`src/rtl/serial_adder_pkg.sv`:
```
// Shared types and helpers for the bit-serial adder.
package serial_adder_pkg;

  typedef enum logic [1:0] {
    IDLE  = 2'd0,
    SHIFT = 2'd1,
    DONE  = 2'd2
  } state_t;

  localparam int unsigned DEFAULT_WIDTH = 8;

  // One extra bit so WIDTH-1 is always representable without wrap at WIDTH=2^k.
  function automatic int unsigned cnt_w(input int unsigned width);
    return $clog2(width) + 1;
  endfunction

endpackage

```
`src/rtl/serial_fa_cell.sv`:
```
// Combinational full adder built from two half-adder cells and an OR.
module serial_half_adder (
  input  logic i_a,
  input  logic i_b,
  output logic o_s,
  output logic o_c
);
  assign o_s = i_a ^ i_b;
  assign o_c = i_a & i_b;
endmodule

module serial_fa_cell (
  input  logic x,
  input  logic y,
  input  logic ci,
  output logic s,
  output logic co
);
  logic w_s1;
  logic w_c1;
  logic w_c2;

  serial_half_adder u_ha0 (.i_a(x),    .i_b(y),  .o_s(w_s1), .o_c(w_c1));
  serial_half_adder u_ha1 (.i_a(w_s1), .i_b(ci), .o_s(s),    .o_c(w_c2));

  assign co = w_c1 | w_c2;
endmodule

```
`src/rtl/serial_adder.sv`:
```
// Bit-serial adder: accepts two operands, adds LSB-first over WIDTH cycles.
module serial_adder
  import serial_adder_pkg::*;
#(
  parameter int unsigned WIDTH = DEFAULT_WIDTH
) (
  input  logic             clk,
  input  logic             rst_n,
  input  logic             in_valid,
  output logic             in_ready,
  input  logic [WIDTH-1:0] a,
  input  logic [WIDTH-1:0] b,
  input  logic             cin,
  output logic             out_valid,
  input  logic             out_ready,
  output logic [WIDTH-1:0] sum,
  output logic             cout
);

  localparam int unsigned CW = cnt_w(WIDTH);

  state_t           r_state;
  state_t           w_state_nxt;
  logic [WIDTH-1:0] r_a_sh;
  logic [WIDTH-1:0] r_b_sh;
  logic [WIDTH-1:0] r_sum_sh;
  logic [CW-1:0]    r_count;
  logic             r_carry;
  logic             r_alive;
  logic             w_s;
  logic             w_co;
  logic             w_accept;
  logic             w_last;

  serial_fa_cell u_fa (
    .x  (r_a_sh[0]),
    .y  (r_b_sh[0]),
    .ci (r_carry),
    .s  (w_s),
    .co (w_co)
  );

  // r_alive keeps in_ready low until the first edge after reset release.
  assign in_ready  = r_alive && (r_state == IDLE);
  assign out_valid = (r_state == DONE);
  assign sum       = r_sum_sh;
  assign cout      = r_carry;
  assign w_accept  = in_valid && in_ready;
  assign w_last    = (r_count == CW'(WIDTH - 1));

  always_ff @(posedge clk or negedge rst_n) begin
    if (!rst_n) begin
      r_state <= IDLE;
      r_alive <= 1'b0;
    end else begin
      r_state <= w_state_nxt;
      r_alive <= 1'b1;
    end
  end

  always_comb begin
    w_state_nxt = r_state;
    case (r_state)
      IDLE:    if (w_accept) w_state_nxt = SHIFT;
      SHIFT:   if (w_last) w_state_nxt = DONE;
      DONE:    if (out_ready) w_state_nxt = IDLE;
      default: w_state_nxt = IDLE;
    endcase
  end

  always_ff @(posedge clk or negedge rst_n) begin
    if (!rst_n) begin
      r_a_sh   <= '0;
      r_b_sh   <= '0;
      r_sum_sh <= '0;
      r_count  <= '0;
      r_carry  <= 1'b0;
    end else begin
      case (r_state)
        IDLE: begin
          if (w_accept) begin
            r_a_sh  <= a;
            r_b_sh  <= b;
            r_carry <= cin;
            r_count <= '0;
          end
        end
        SHIFT: begin
          r_carry  <= w_co;
          r_sum_sh <= {w_s, r_sum_sh[WIDTH-1:1]};
          r_a_sh   <= r_a_sh >> 1;
          r_b_sh   <= r_b_sh >> 1;
          r_count  <= r_count + 1'b1;
        end
        default: ;
      endcase
    end
  end

endmodule

```
`config.mk`:
```
export PLATFORM = sky130hd
export DESIGN_NAME = serial_adder
export DESIGN_NICKNAME = d
export VERILOG_FILES = /design/src/rtl/serial_adder_pkg.sv /design/src/rtl/serial_fa_cell.sv /design/src/rtl/serial_adder.sv
export SDC_FILE = /design/constraint.sdc
export NUM_CORES = 1
export LEC_CHECK = 0
export BUFFER_PORTS_ARGS = -buffer_cell sky130_fd_sc_hd__clkbuf_2
export CORE_ASPECT_RATIO = 0.7
export CORE_MARGIN = 8
export CORE_UTILIZATION = 45
export CTS_CLUSTER_DIAMETER = 150
export CTS_CLUSTER_SIZE = 25
export DETAILED_ROUTE_END_ITERATION = 8
export HOLD_SLACK_MARGIN = 0.03
export PLACE_DENSITY = 0.65
export SYNTH_ARGS = -nofsm -noshare
export SYNTH_HDL_FRONTEND = slang
export SYNTH_SLANG_ARGS = --single-unit
```
`constraint.sdc`:
```
create_clock -name clk -period 3.1 [get_ports clk]
set_clock_uncertainty 0.15 [all_clocks]
set_input_delay 0.31 -clock clk [delete_from_list [all_inputs] [get_ports clk]]
set_output_delay 0.31 -clock clk [all_outputs]
set_load 0.01 [all_outputs]
```
Yosys cells after proc, flatten, opt, wreduce, memory -nomap -nowiden. Index checks and enable logic that the tools add are counted.

Flip-flop bits (word level): 32. Output and inout bits: 11.

Add/subtract/negate cells: 1. Equality and inequality tests: 6. Multiplexer cells: 12. Bitwise logic cells: 5. Reductions and logical operators: 6.

Operators by type and width (number): one-hot mux 8 bit (2 select lines) (2); two-way mux 8 bit (2); one-hot mux 4 bit (2 select lines) (1); two-way mux 2 bit (3); one-hot mux 2 bit (3 select lines) (1); adder 4 x 1 -> 4 bit, second input constant (1); == test 4 x 3 -> 1 bit, second input constant (1); two-way mux 4 bit (1); != test 2 bit, second input constant (2); AND reduction 3 bit (1); bitwise AND 1 bit (2); == test 2 x 1 -> 1 bit, second input constant (1); == test 2 bit, second input constant (1); logical AND 1 bit (2); logical NOT 2 bit (1); != test 2 x 1 -> 1 bit, second input constant (1); one-hot mux 1 bit (2 select lines) (1); AND reduction 2 bit (1); nonzero test 2 bit (1); XOR 1 bit (2); two-way mux 1 bit (1); bitwise OR 1 bit (1).

Depth between registers and ports, before layout. Gate-level depths: netlist (run 1).

Word-level depth: 5. Gate-level depth with buffers: 5. Depth with buffers taken out: 4.

By module. A second synthesis (run 1) with hierarchy kept.

Cells, all modules: 127. Area, all modules: 1453.9 sq um.

Modules (own cells, without submodules): serial_adder (times used 1, cells an instance 124, area each 1422.6 sq um, sequential area each 800.8 sq um); serial_half_adder (times used 2, cells an instance 1, area each 12.5 sq um, sequential area each 0.0 sq um); serial_fa_cell (times used 1, cells an instance 1, area each 6.3 sq um, sequential area each 0.0 sq um).

Worst setup path after synthesis (run 1). No wires, ideal clock.

Path kind: reg2reg. Start point: register r_state[0]. End point: register r_carry (netlist: cout). Setup time: 0.137 ns. Data arrival time: 1.161 ns. Required time: 2.813 ns. Setup slack: 1.652 ns. Cell stages (with the launch flop): 6. Path through: dfrtp_1 -> and4bb_1 -> buf_4 -> buf_12 -> mux2i_1 -> a21oi_1.

Longest elaborated chain between the ends: 5.

RTL lines: start: declaration (line serial_adder.sv:22) `state_t r_state;`; start signal: assignment (line serial_adder.sv:56) `r_state <= w_state_nxt;`; logical NOT 2 bit (line serial_adder.sv:44, serial_adder.sv:79); logical AND 1 bit (line serial_adder.sv:44) `assign in_ready = r_alive && (r_state == IDLE);`; logical AND 1 bit (line serial_adder.sv:48) `assign w_accept = in_valid && in_ready;`; != test 2 bit (no source line); AND reduction 2 bit (no source line); end signal: assignment (line serial_adder.sv:84) `r_carry <= cin;`; end signal: assignment (line serial_adder.sv:89) `r_carry <= w_co;`; end: declaration (line serial_adder.sv:28) `logic r_carry;`.

Parallel ways exist; a longest one is shown, timed or not. A chain may end at the register's enable or synchronous reset.

Final worst setup path (run 1).
Start point: register r_state[1]. End point: register r_sum_sh[6] (netlist: sum[6]).

Longest elaborated chain between the ends: 1.

RTL lines: == test 2 x 1 -> 1 bit (line serial_adder.sv:79) `case (r_state)`; end signal: assignment (line serial_adder.sv:90) `r_sum_sh <= {w_s, r_sum_sh[WIDTH-1:1]};`; end: declaration (line serial_adder.sv:26) `logic [WIDTH-1:0] r_sum_sh;`.

Every way passes these cells.

==> run metrics, run 1 <==
H-tree depth 2; Total Routed Length approximately 2400 µm; fraction of layout cells with a size suffix above 1 0.308; RSZ-0062 raised after global routing false; Final min period 1820 ps; mapped cell area ~0.0014 mm²; Area Growth Syn to Fin 17.8%; Worst setup SP type flop; final hold viol count 0; Max clock buf depth 2; worst hold path type in -> reg; Total Neg Setup Slack 0 ps; post-route antenna net violation count 0; cts hold-fix bufs 1; Clock Sinks 32; worst-path maximum fanout 49; drt wl/cell between 10 and 15 µm; Congestion Overflow GR 0; Synth Register Bits 32; Max Used Layer met4; PortBufs 31; CP top delay family simple AND/OR/NAND/NOR gates; post-synth net total 147; CTS tree yes; area of the core 0.00311 mm²; Clk Tree Root Cell clkbuf_8; gpl congestion 0.719; via/cell ratio about 5.0; PD cells 988 mW/mm²; Routed met3 length 172 µm; ant diodes 0; peak supply drop 0.425 mV; Initial Utilization 0.465; first-pass GRT wire length around 4500 µm; count of cell types in the netlist 27; worst path arrival time about 1800 ps; Rel. slew slack 0.398; fin util 0.547; Die Area between 0.005 and 0.006 mm²; Tot GR Track Use 0.101; fin. max-slew vios 0; Peak Freq 551 MHz; Slowest-stage cell, CP nand2b_2; WS Path Type reg -> reg; Site Rows 17; hpwl dp 1770 µm; vias 977; post-synthesis sequential area ratio 0.555; WL met2 about 1200 µm; largest net degree at the start of global routing 50; Setup Fix Bufs, Post-CTS 0; Worst Path Buf+Inv 0; placed cell area 0.00159 mm²; Synth warnings 0; Post-Layout Inst Area between 0.0015 and 0.002 mm²; Lkg Pwr 0.755 nW; CP Capture Type flop; Avg Inst Size Synth 11.6 µm²; wire length on met1 1070 µm; MaxCap Viol Count 0; clk_lat worst skew 270 ps; CTS Buf Count 5; fin nets 179; vias in the first global route around 1100; post_cts resized 0; final worst path period share 0.586; crit-path max cell delay 740 ps; Starting DRT DRC Count 41; CP required 3110 ps; Chip Width roughly 84 µm; Slew @ Worst Pin 903 ps; clock slew seen by the registers of the worst setup and hold paths around 60 ps; DRC violations left 0; initial antenna violation count 0; crit-path cells nand2b_2, mux2_2; outcome finished clean; Setup Viol. Count Final 0; die span in y approximately 63 µm; Syn Inst Count between 100 and 150; I/O pin total 32; drt first pass iters 4
layout by cell type (no fill, tap or decap), drive strengths merged:
cell type / n
a21o: 1
a21oi: 16
and4bb: 1
buf: 1
clkbuf: 38
conb: 1
dfrtp: 32
dlygate4sd3: 1
fa: 1
ha: 1
inv: 2
mux2: 8
mux2i: 16
nand2: 6
nand2b: 1
nand3: 1
nand3b: 4
nor2: 15
nor2b: 1
nor3b: 2
o21ai: 4
o22ai: 1
o2bb2ai: 1
xor2: 1
stage by stage:
stage | setup WS [ps] | std cells | hold WS, ps | total power, W
after floorplan | 1650 | 124 | -136 | 0.00122
after global placement | 1360 | 186 | 260 | 0.00133
after detailed placement | 1290 | 186 | 279 | 0.00137
after CTS | 1280 | 194 | 89.8 | 0.00171
after global routing | 1170 | 194 | 123 | 0.00183
final | 1280 | 194 | 97.3 | 0.00168
flip-flops by register name, indices dropped and copies added (netlist names):
register and flops:
cout 1, sum 8, r_count 4, r_state 2, r_alive 1, r_a_sh 8
r_b_sh 8
worst paths after layout:
| path | start | endpoint | slack, ps | depth (start not counted) |
|---|---|---|---|---|
| setup reg to reg | r_state[1] | sum[6] | 1280 | 2 |
| hold reg to reg | r_state[1] | r_state[0] | 340 | 1 |
| setup / recovery | r_state[1] | sum[6] | 1280 | 2 |
| hold / removal | b[7] | r_b_sh[7] | 100 | 3 |
| min in group asynchronous | rst_n | r_a_sh[6] | 500 | 2 |
| max in group asynchronous | rst_n | r_count[2] | 1820 | 2 |
layer usage:
layer	track usage	vias up
li1	-	489
met1	0.106	458
met2	0.175	27
met3	0.0488	3
met4	0.0322	0
met5	0	-
Yosys cell counts (all sizes together):
cell type  number  area (µm²)
nand2b          1        6.26
nor2           15        56.3
nand3           1        5.00
o2bb2ai         1        8.76
a21oi          16        80.1
conb            1        3.75
fa              1        20.0
mux2            8        90.1
a21o            1        7.51
inv             2        7.51
nand3b          4        30.0
clkbuf          3        11.3
ha              1        12.5
nor2b           1        6.26
nor3b           2        15.0
o22ai           1        6.26
and4bb          1        12.5
xor2            1        8.76
buf             5        51.3
dfrtp          32         801
nand2           6        22.5
mux2i          16         160
o21ai           4        20.0
layout make-up:
class / count / area, µm²
Timing Repair Buffer: 33 / 173
Clock buffer: 7 / 96.3
Tap cell: 38 / 47.5
Sequential cell: 32 / 801
Inverter: 2 / 7.51
Multi-Input combinational cell: 82 / 574
Fill cell: 268 / 1410
tightest hold or removal path: stages:
cell	delay, ps
clkbuf_2	70
nand2_1	40
o21ai_0	60
cells by family after synthesis:
family | count (synthesis) | share of synthesized area
muxes | 24 | 0.173
and+or+nand+nor | 31 | 0.107
buffers and inverters | 10 | 0.0486
xor gates and xnor gates | 1 | 0.00607
other | 1 | 0.00260
adders and majority gates | 2 | 0.0225
DFF | 32 | 0.555
AOI/OAI and AO/OA | 23 | 0.0850
power by group:
| part | switching, W | internal, W |
|---|---|---|
| logic | 0.000324 | 0.000299 |
| registers | 0.000118 | 0.000608 |
| clock network | 0.000133 | 0.000197 |
(Power assumes the default switching activity.)
==> run 2: changes to the inputs <==
clock period = 1.7 ns   (was 3.1 ns; I/O delays follow)
==> run metrics, run 2 (same netlist as run 1, synthesis figures left out) <==
outcome finished clean; largest net degree at the start of global routing 33; Tot GR Track Use 0.103; Worst setup SP type primary input; Slew @ Worst Pin slightly below 800 ps; fill count 270; Chip Width 83.7 µm; Hold Slack 47.3 ps; Site Rows 17; area of the core 0.00311 mm²; first-pass GRT wire length 4540 µm; post-route antenna net violation count 0; Final min period 1540 ps; gpl congestion 0.668; commonest non-fill, non-tap cell in the layout dfrtp_1; Hold Path Stages 3; hpwl dp roughly 1900 µm; Clock Sinks 32; CTS Buf Count 5; CTS tree yes; drt first pass iters 4; Max clock buf depth 2; Total Routed Length 2600 µm; final hold viol count 0; ant diodes 0; Worst Path Buf+Inv 3; Power, Total just over 0.003 W; vias in the first global route roughly 1000; CP Capture Type flop; clock slew seen by the registers of the worst setup and hold paths 60 ps; most frequent cells in the layout dfrtp_1 (32), clkbuf_2 (31), mux2i_1 (16), a21oi_1 (16), nor2_1 (15); MaxCap Viol Count 0; Peak Freq 649 MHz; WS Path Type in -> reg; post_cts resized 0; vias around 1000; initial antenna violation count 0; Clk Tree Root Cell clkbuf_8; DRC violations left 0; PortBufs 31; FF-to-FF path depth 4; Total Neg Setup Slack 0 ps; Setup Viol. Count Final 0; I/O pin total 32; CP required 1700 ps; fin. max-slew vios 0; Starting DRT DRC Count 42; clk_lat worst skew between 200 and 300 ps; PD cells ~1800 mW/mm²; Rel. slew slack 0.475; Slowest-stage cell, CP dlygate4sd3_1; RSZ-0062 raised after global routing false; worst path arrival time 1540 ps; fin nets around 190; Congestion Overflow GR 0; Die Area 0.00530 mm²; drt wl/cell ~13 µm; worst hold path type in -> reg; Initial Utilization 0.465; Setup Fix Bufs, Post-CTS 0; Lkg Pwr 0.780 nW; crit-path max cell delay between 500 and 600 ps; worst-path maximum fanout 23; instance count on the critical path 6; Multi-input gate area 574 µm²; via/cell ratio 5.02; final worst path period share 0.906; fraction of layout cells with a size suffix above 1 0.301; FF+latch area 801 µm²; crit-path cells dlygate4sd3_1, clkbuf_2, and4bb_1, buf_12, mux2i_1, a21oi_1; Area Growth Syn to Fin 22.0%; H-tree depth 2; peak supply drop 0.675 mV; CP top delay family buffers and inverters; die span in y 63.4 µm
run 2: repair_timing:
item / in CTS / in global routing
setup endpoints to repair: 0 / 0
endpoints found under the hold margin: 36 / 0
hold buffers: 5 / 0
run 2: layout make-up:
cell class / instances / area share
sequential: 32 / 0.455
tap: 38 / 0.0270
multi-input combinational: 82 / 0.326
clock buffer: 8 / 0.0512
inverter: 2 / 0.00426
timing repair buffer: 39 / 0.136
run 2: metal layers:
metal  GRT usage  up-vias  part of all wire
li1            -      501                 -
met1       0.109      487              0.43
met2       0.177       21              0.50
met3      0.0591        0             0.068
met4      0.0193        0                 0
met5           0        -                 0
run 2: worst paths after layout:
| path | startpoint | to | slack [ps] |
|---|---|---|---|
| setup / recovery | in_valid | r_a_sh[4] | 160 |
| hold / removal | a[0] | r_a_sh[0] | 50 |
| setup reg to reg | r_state[0] | r_a_sh[4] | 180 |
| hold reg to reg | r_state[1] | r_state[0] | 340 |
| max in group asynchronous | rst_n | sum[3] | 540 |
| min in group asynchronous | rst_n | r_a_sh[1] | 360 |
run 2: where the power goes:
part	switching (W)	leakage (nW)	internal [W]
clock network	0.000245	0.0455	0.000329
registers	0.000219	0.369	0.00111
logic	0.000607	0.366	0.000589
total	0.00107	0.780	0.00203
run 2: worst reg2reg max path, cell delays in order (launching register included):
cell	delay, ps
dfrtp_1	430
and4bb_1	320
buf_12	190
mux2i_1	220
a21oi_1	90
run 2: through the flow:
stage | setup WS, ps | instance area (µm²) | utilization | instances
global route | 90.0 | 1760 | 0.567 | 201
global placement | 227 | 1620 | 0.522 | 188
CTS | 158 | 1760 | 0.567 | 201
finish | 159 | 1760 | 0.567 | 201
detailed placement | 188 | 1620 | 0.522 | 188
floorplan | 252 | 1440 | - | 124
==> run 3: changes to the inputs <==
SYNTH_HIERARCHICAL = 1   (was default)
==> run metrics, run 3 <==
vias roughly 1000; post-synthesis sequential area ratio 0.551; drt first pass iters 4; largest net degree at the start of global routing 50; Cells after DPL 190; Slew @ Worst Pin 780 ps; CP required 1700 ps; I/O pin total 32; mapped cell area 0.00145 mm²; fin util 0.560; Congestion Overflow GR 0; via/cell ratio 4.96; Synth warnings 6; CTS Buf Count 5; Synth top area share 0.551; CP Capture Type flop; area of the core between 0.003 and 0.004 mm²; Die Area 0.00533 mm²; Worst setup SP type primary input; Initial Utilization 0.465; Rel. slew slack 0.480; combinational share of power 0.402; RSZ-0062 raised after global routing false; Clk Tree Root Cell clkbuf_8; die span in y ~64 µm; drt wl/cell 13.5 µm; worst-path maximum fanout 23; Top FF cell, synth dfrtp_1; outcome finished clean; Clock Sinks 32; vias in the first global route 1016; Area contributors post-synth dfrtp_1 (55%), mux2i_1 (10%), mux2_2 (6.2%); CTS tree yes; final hold viol count 0; Synth top cells by count dfrtp_1 (32), a21oi_1 (17), mux2i_1 (15), nor2_1 (15), mux2_2 (8); Synth Register Bits 32; clk_lat worst skew 270 ps; sequential share of power 0.430; post-route antenna net violation count 0; Post-synth EDFFs 0; clock power share 0.168; largest area contributor in the netlist dfrtp_1; PD cells around 1800 mW/mm²; Chip Width between 80 and 90 µm; WS Path Type in -> reg; MaxCap Viol Count 0; fin nets 188; first-pass GRT wire length 4590 µm; DRC violations left 0; gpl congestion 0.696; Tot GR Track Use 0.107; Syn Inst Count 127; Total Neg Setup Slack 0 ps; fin. max-slew vios 0; Setup Viol. Count Final 0; PortBufs 31; worst hold path type in -> reg; Final min period approximately 1600 ps; asr flop ratio synth 1.00; Total Routed Length 2720 µm; final worst path period share 0.918; hpwl dp 1870 µm; count of cell types in the netlist 24; Avg Inst Size Synth 11.4 µm²; ant diodes 0; Peak Freq 641 MHz; non-filler cells, final roughly 200; H-tree depth 2; switching part of the total 0.353; P_sw 0.00110 W; initial antenna violation count 0; peak supply drop 0.835 mV; Area Growth Syn to Fin 20.4%; Max clock buf depth 2; most frequent cell after synthesis dfrtp_1; Lkg Pwr 0.894 nW; clock slew seen by the registers of the worst setup and hold paths 60 ps; worst path arrival time 1560 ps; fraction of layout cells with a size suffix above 1 0.299; most frequent cells in the layout dfrtp_1 (32), clkbuf_2 (31), a21oi_1 (17), mux2i_1 (15), nor2_1 (15); P_int 0.00202 W; Site Rows 17; Starting DRT DRC Count 43; post-synth net total 151; commonest non-fill, non-tap cell in the layout dfrtp_1
==> run 3: timing repair <==
| item | 4_1_cts | 5_1_grt |
|---|---|---|
| gates resized for setup | 0 | 0 |
| hold buffers | 5 | 0 |
| setup buffers | 0 | 0 |
| endpoints found under the hold margin | 36 | 0 |
==> run 3: metrics by stage <==
stage | cell area, µm² | hold WS [ps] | total power, W | worst slack, ps
after global placement | 1620 | 129 | 0.00255 | 240
after detailed placement | 1620 | 144 | 0.00263 | 195
final | 1750 | 41.4 | 0.00312 | 140
after CTS | 1750 | 32.5 | 0.00318 | 134
after global routing | 1750 | 52.8 | 0.00340 | 47.1
after floorplan | 1450 | -276 | 0.00225 | 260
==> run 3: worst max-delay path, cell delays in order <==
cell and delay (ps):
dlygate4sd3_1 540, clkbuf_2 110, nand4bb_1 90, buf_4 310, mux2i_1 240, a21oi_1 90
==> run 3: cell type report <==
class	instances	area, µm²
clock buffer	6	72.6
clock inverter	1	5.00
fill	278	1380
inverter	4	15.0
multi-input combinational	83	577
sequential	32	801
tap	38	47.5
timing repair buffer	38	233
==> run 3: cell families (layout without fill, tap and decap cells) <==
logic type               Yosys count  after routing  synth area share
flip-flops                        32             32             0.551
buffers and inverters             12             49            0.0542
XOR/XNOR                           1              1           0.00603
adder cells (fa/ha/maj)            3              3            0.0258
other                              1              1           0.00258
AND/OR/NAND/NOR                   31             31             0.108
AO/OA/AOI/OAI                     24             24            0.0878
multiplexers                      23             23             0.165
==> run 3: path summary, 6_finish.rpt <==
path	startpoint	to	slack, ps	depth (start not counted)
max in group asynchronous	rst_n	r_b_sh[1]	550	2
setup / recovery	in_valid	r_b_sh[0]	140	6
min in group asynchronous	rst_n	sum[2]	360	2
setup reg to reg	r_a_sh[0]	cout	190	5
hold reg to reg	r_state[1]	r_state[0]	340	1
hold / removal	a[3]	r_a_sh[3]	40	3
==> run 3: power by group through the flow <==
stage / Combinational, W / Sequential, W / Clock (W)
floorplan: 0.000903 / 0.00135 / 0
global placement: 0.00122 / 0.00133 / 0
detailed placement: 0.00127 / 0.00135 / 0
CTS: 0.00128 / 0.00134 / 0.000549
global route: 0.00143 / 0.00139 / 0.000578
finish: 0.00125 / 0.00134 / 0.000524
==> run 3: routing by layer <==
metal | routed length (µm) | global-route usage
met5 | 0 | 0
met4 | 12 | 0.0451
met3 | 139 | 0.0462
met2 | 1300 | 0.169
met1 | 1260 | 0.125
